`src/rtl/pipe_pkg.sv`:
```
// Shared constants and sequencer state type for the pipeline hazard controller.
package pipe_pkg;

    localparam logic [1:0] FWD_RF = 2'b00;
    localparam logic [1:0] FWD_W  = 2'b01;
    localparam logic [1:0] FWD_M  = 2'b10;

    localparam logic [1:0] RESULT_SRC_LOAD = 2'b01;

    typedef enum logic [1:0] {
        IDLE = 2'd0,
        BUSY = 2'd1,
        DONE = 2'd2
    } mcState_t;

endpackage

```
`src/rtl/mc_seq.sv`:
```
// Multi-cycle op sequencer: holds EX for MC_LATENCY cycles (MC_LATENCY-1 busy, 1 done).
module mc_seq
    import pipe_pkg::*;
#(
    parameter int MC_LATENCY = 4
) (
    input  logic clk,
    input  logic rst,
    input  logic mcStartE,
    input  logic pcsrcE,
    output logic busy,
    output logic done
);

    localparam logic [7:0] MC_LOAD = 8'(MC_LATENCY - 2);

    mcState_t   state;
    logic [7:0] count;

    always_ff @(posedge clk) begin
        if (rst) begin
            state <= IDLE;
            count <= '0;
        end else begin
            unique case (state)
                IDLE: begin
                    // A branch resolving in the same cycle flushes the op instead of starting it.
                    if (mcStartE && !pcsrcE) begin
                        state <= BUSY;
                        count <= MC_LOAD;
                    end
                end
                BUSY: begin
                    if (count == 8'd0) state <= DONE;
                    else               count <= count - 8'd1;
                end
                DONE:    state <= IDLE;
                default: state <= IDLE;
            endcase
        end
    end

    // Outputs come straight from the state register; reset masks them in the reset cycle.
    assign busy = (state == BUSY) && !rst;
    assign done = (state == DONE) && !rst;

endmodule

```
`src/rtl/pipe_hazard_ctrl.sv`:
```
// Pipeline hazard controller: forwarding, load-use stall, branch flush, multi-cycle sequencing.
// Define HAZARD_FWD_EN to enable EX-operand forwarding; otherwise all RAW hazards stall.
module pipe_hazard_ctrl
    import pipe_pkg::*;
#(
    parameter int REG_ADDR_WIDTH = 5,
    parameter int MC_LATENCY     = 4,
    parameter int CNT_WIDTH      = 16
) (
    input  logic                      clk,
    input  logic                      rst,
    input  logic [REG_ADDR_WIDTH-1:0] rs1D,
    input  logic [REG_ADDR_WIDTH-1:0] rs2D,
    input  logic [REG_ADDR_WIDTH-1:0] rs1E,
    input  logic [REG_ADDR_WIDTH-1:0] rs2E,
    input  logic [REG_ADDR_WIDTH-1:0] rdE,
    input  logic [REG_ADDR_WIDTH-1:0] rdM,
    input  logic [REG_ADDR_WIDTH-1:0] rdW,
    input  logic                      regWriteE,
    input  logic                      regWriteM,
    input  logic                      regWriteW,
    input  logic [1:0]                resultSrcE,
    input  logic                      pcsrcE,
    input  logic                      mcStartE,
    output logic [1:0]                forwardAE,
    output logic [1:0]                forwardBE,
    output logic                      stallF,
    output logic                      stallD,
    output logic                      stallE,
    output logic                      flushD,
    output logic                      flushE,
    output logic                      flushM,
    output logic                      mcBusy,
    output logic                      mcDoneE,
    output logic [CNT_WIDTH-1:0]      stallCycles
);

    logic loadUse;
    logic depHaz;
    logic hazD;

    assign loadUse = (resultSrcE == RESULT_SRC_LOAD) && (rdE != '0) &&
                     ((rdE == rs1D) || (rdE == rs2D));

`ifdef HAZARD_FWD_EN
    logic unusedHaz;
    assign unusedHaz = regWriteE;
    assign depHaz    = 1'b0;

    always_comb begin
        forwardAE = FWD_RF;
        if (regWriteM && (rdM == rs1E) && (rs1E != '0))      forwardAE = FWD_M;
        else if (regWriteW && (rdW == rs1E) && (rs1E != '0)) forwardAE = FWD_W;

        forwardBE = FWD_RF;
        if (regWriteM && (rdM == rs2E) && (rs2E != '0))      forwardBE = FWD_M;
        else if (regWriteW && (rdW == rs2E) && (rs2E != '0)) forwardBE = FWD_W;
    end
`else
    logic unusedFwd;
    assign unusedFwd = ^{rs1E, rs2E, rdW, regWriteW};
    assign forwardAE = FWD_RF;
    assign forwardBE = FWD_RF;

    // Without forwarding, any in-flight producer of an ID source must drain first.
    assign depHaz = (regWriteE && (rdE != '0) && ((rdE == rs1D) || (rdE == rs2D))) ||
                    (regWriteM && (rdM != '0) && ((rdM == rs1D) || (rdM == rs2D)));
`endif

    assign hazD = loadUse || depHaz;

    mc_seq #(
        .MC_LATENCY(MC_LATENCY)
    ) u_mcSeq (
        .clk      (clk),
        .rst      (rst),
        .mcStartE (mcStartE),
        .pcsrcE   (pcsrcE),
        .busy     (mcBusy),
        .done     (mcDoneE)
    );

    // Priority: reset, then a busy multi-cycle op (EX cannot hold a branch), then flush, then stall.
    // NOTE: every output gets a default first so this block cannot infer a latch.
    always_comb begin
        stallF = 1'b0;
        stallD = 1'b0;
        stallE = 1'b0;
        flushD = 1'b0;
        flushE = 1'b0;
        flushM = 1'b0;
        if (rst) begin
            stallF = 1'b0;
        end else if (mcBusy) begin
            stallF = 1'b1;
            stallD = 1'b1;
            stallE = 1'b1;
            flushM = 1'b1;
        end else if (pcsrcE) begin
            flushD = 1'b1;
            flushE = 1'b1;
        end else if (hazD) begin
            stallF = 1'b1;
            stallD = 1'b1;
            flushE = 1'b1;
        end
    end

    // NOTE: sequential state uses non-blocking assignments only.
    always_ff @(posedge clk) begin
        if (rst)                                stallCycles <= '0;
        else if (stallF && (stallCycles != '1)) stallCycles <= stallCycles + 1'b1;
    end

endmodule

```
`config.mk`:
```
export PLATFORM = sky130hd
export DESIGN_NAME = pipe_hazard_ctrl
export DESIGN_NICKNAME = d
export VERILOG_FILES = /design/src/rtl/pipe_pkg.sv /design/src/rtl/mc_seq.sv /design/src/rtl/pipe_hazard_ctrl.sv
export SDC_FILE = /design/constraint.sdc
export NUM_CORES = 1
export LEC_CHECK = 0
export CAP_MARGIN = 20
export CORE_ASPECT_RATIO = 0.9
export CORE_UTILIZATION = 30
export DETAILED_ROUTE_END_ITERATION = 7
export PLACE_DENSITY = 0.66
export SLEW_MARGIN = 15
export SYNTH_ARGS = -nofsm -noshare
export SYNTH_HDL_FRONTEND = slang
export SYNTH_HIERARCHICAL = 1
export SYNTH_SLANG_ARGS = --single-unit
```
`constraint.sdc`:
```
create_clock -name clk -period 2 [get_ports clk]
set_input_delay 0.4 -clock clk [delete_from_list [all_inputs] [get_ports clk]]
set_output_delay 0.4 -clock clk [all_outputs]
set_load 0.01 [all_outputs]
```
==> impl_metrics.py <==
metrics = {
    "synth": {
        "synth_edf_count": 0,
        "synthCells": 202,
        "ys_ff_latch": 26,
        "synth.avg_cell_area_um2": 8.57,
        "yosys_most_used_dff": "dfxtp_1",
        "syn_area_um2": 1730,
        "synth_async_sr_flop_share_pct": 0,
        "ys_seq_area_share_pct": 30.1,
        "synth_cell_types": 54,
        "ys_warn_count": 6,
    },
    "grt": {
        "grt_max_degree": 19,
        "grt_antenna_before_repair": 0,
        "global_route.overflow_total": 0,
        "grt_pass1_vias": 1637,
        "track_usage_pct": 17.3,
        "grt_pass1_wl_um": 8110,
    },
    "critical_path": {
        "r2r_cells": 8,
        "crit_path_top_delay_cell": "or4_4",
        "crit_required_ns": 1.60,
        "cp_num_cells": 8,
        "arrival_ns": 1.72,
        "cp-end-kind": "output pin",
        "startpoint_type": "input pin",
        "crit_fanout": 2,
        "worst-path-buf-inv": 2,
        "criticalPathCategory": "in -> out",
        "crit_family": "simple AND/OR/NAND/NOR gates",
        "cpMostUsedCell": "nor2_1",
        "crit_chain": "buf_6 -> or4_4 -> o22ai_4 -> or2_4 -> o32ai_4 -> nor2_1 -> nor2_1 -> buf_2",
        "max_stage_delay_ns": 0.54,
    },
    "placement": {
        "place_area_um2": 2700,
        "dp_hpwl_um": 3790,
        "io_buffers": 51,
        "gp_congestion": 0.852,
    },
    "worst_hold_path": {
        "holdPathStages": 2,
        "hp-class": "reg -> reg",
    },
    "timing": {
        "finalClockSkew_ns": 0.00308,
        "timing.hold.ws_ns": 0.497,
        "report.final.slew_viol_count": 0,
        "setup_viol": 10,
        "setup_ws_ns": -0.125,
        "hold_violations": 0,
        "rsz0062_at_grt": "yes",
        "post-route-period-util_pct": 106,
        "period_needed_ns": 2.12,
        "fmax_mhz": 471,
    },
    "die": {
        "io_pins": 72,
        "coreArea_um2": 5410,
        "dieHeight_um": 74.1,
        "dieArea_um2": 6080,
        "num_rows": 25,
        "fp.dieW_um": 82.1,
        "initial_core_util_pct": 32.0,
    },
    "layout": {
        "syn2layout_area_growth_pct": 64.0,
        "postLayoutCoreUtil_pct": 52.4,
        "fillCellCount": 523,
        "layout-drive-gt1-share_pct": 42.5,
        "stdcell_area_um2": 2840,
        "final_nets": 349,
        "seqCellArea_um2": 534,
        "multiInputGateArea_um2": 1300,
        "n_antenna_cell": 0,
    },
    "clock_network": {
        "clockBufferDepth": 2,
        "h-tree-depth": 1,
        "cts_tree": "yes",
        "ctsHoldBuffers": 0,
        "cts_buffers": 3,
        "clock_latency_ns": 0.27,
        "clk_pin_slew_ns": 0.09,
        "clkSinkCount": 26,
        "cts-root-buf": "clkbuf_8",
    },
    "job": {
        "maxCapViolCount": 0,
    },
    "detailed_routing": {
        "viasPerCell": 4.99,
        "routed_wl_um": 5020,
        "wire_per_inst_um": 13.6,
        "drcViolationCount": 0,
        "ant_nets": 0,
        "first_iter_violations": 103,
        "num_vias": 1836,
        "first_pass_iters": 4,
    },
    "status": {
        "violations": "setup timing",
        "status": "finished with violations",
    },
    "power_and_ir_drop": {
        "p_leak_uw": 0.00117,
        "power_density_nw_per_um2": 499,
        "power_uw": 1420,
        "vdd_drop_max_mv": 0.334,
    },
}
metal layers:
layer / global-route usage, % / share of wire [%] / up-vias
li1: - / - / 934
met1: 24.7 / 49 / 866
met2: 27.5 / 47 / 34
met3: 3.56 / 3.5 / 2
met4: 1.95 / 0.24 / 0
met5: 0 / 0 / -
flip-flops by register name, indices dropped and copies added (netlist names):
register       count
stallCycles       16
u_mcSeq/count      8
u_mcSeq/state      2
worst min-delay path, delay by kind of cell, from the launching register on:
family | cells | cell delay [ns]
DFF | 1 | 0.34
AOI/OAI and AO/OA | 2 | 0.11
cell usage in the layout (no fill, tap or decap), types with 4 or more instances in the layout:
cell type	n
nor3_1	6
buf_4	45
clkdlybuf4s50_1	20
dfxtp_1	19
nand3_1	6
or4_4	4
nor2_1	15
nand2_1	9
a21oi_1	15
o21ai_0	7
conb_1	4
buf_6	10
or3_1	5
buf_2	17
nor3_2	4
xor2_1	20
o31ai_1	7
inv_1	5
clkbuf_8	4
or4_1	6
dfxtp_2	5
dlygate4sd2_1	7
area by class of cell:
| type | count | area share (%) |
|---|---|---|
| inverters | 6 | 0.794 |
| repair buffers | 103 | 29.5 |
| well taps | 67 | 2.95 |
| flip-flops and latches | 26 | 18.8 |
| clock buffers | 4 | 1.94 |
| multi-input cells | 162 | 45.9 |
report_power, final:
part	total (uW)	internal (uW)	switching (uW)	leakage (uW)
registers	584	549	34.4	0.000215
logic	487	252	235	0.000929
clock network	346	176	170	0.0000288
total	1420	978	440	0.00117
logic make-up after synthesis:
logic type | Yosys count | share of synthesized area, %
AO/OA/AOI/OAI | 51 | 21.8
buffers and inverters | 17 | 5.49
flip-flops | 26 | 30.1
multiplexers | 3 | 1.81
AND/OR/NAND/NOR | 79 | 27.3
other | 1 | 0.217
adder cells (fa/ha/maj) | 3 | 2.17
XOR/XNOR | 22 | 11.1
synthesized netlist by cell type (5+ instances only):
library cell / n / share of area (%)
a21oi_1: 16 / 4.6
buf_4: 6 / 2.6
dfxtp_1: 26 / 30
inv_1: 6 / 1.3
nand2_1: 10 / 2.2
nand3_1: 6 / 1.7
nor2_1: 17 / 3.7
nor3_1: 8 / 2.3
o21ai_0: 9 / 2.6
o31ai_1: 8 / 3.5
or3_1: 5 / 1.8
or4_1: 9 / 3.9
xor2_1: 22 / 11
path summary, 6_finish.rpt:
check,startpoint,to,slack [ns]
setup / recovery,rdE[1],stallF,-0.12
hold / removal,u_mcSeq/count[4],u_mcSeq/count[4],0.50
setup reg to reg,stallCycles[1],stallCycles[11],-0.06
hold reg to reg,u_mcSeq/count[4],u_mcSeq/count[4],0.50
through the flow:
stage                     setup slack (ns)  cells  TNS, ns
after floorplan                     -0.101    205   -0.295
after global placement              -0.846    359   -14.94
after detailed placement            -0.861    359   -15.29
after CTS                           -0.178    367   -0.822
after global routing                -0.216    368    -1.49
final                               -0.125    368   -0.519
repair_timing:
action,4_1_cts,5_1_grt
buffers inserted,5,1
setup endpoints to repair,24,20
gates resized for setup,123,13
gates cloned,0,0
pin swaps,23,15
Power figures use the tool's default switching activity.
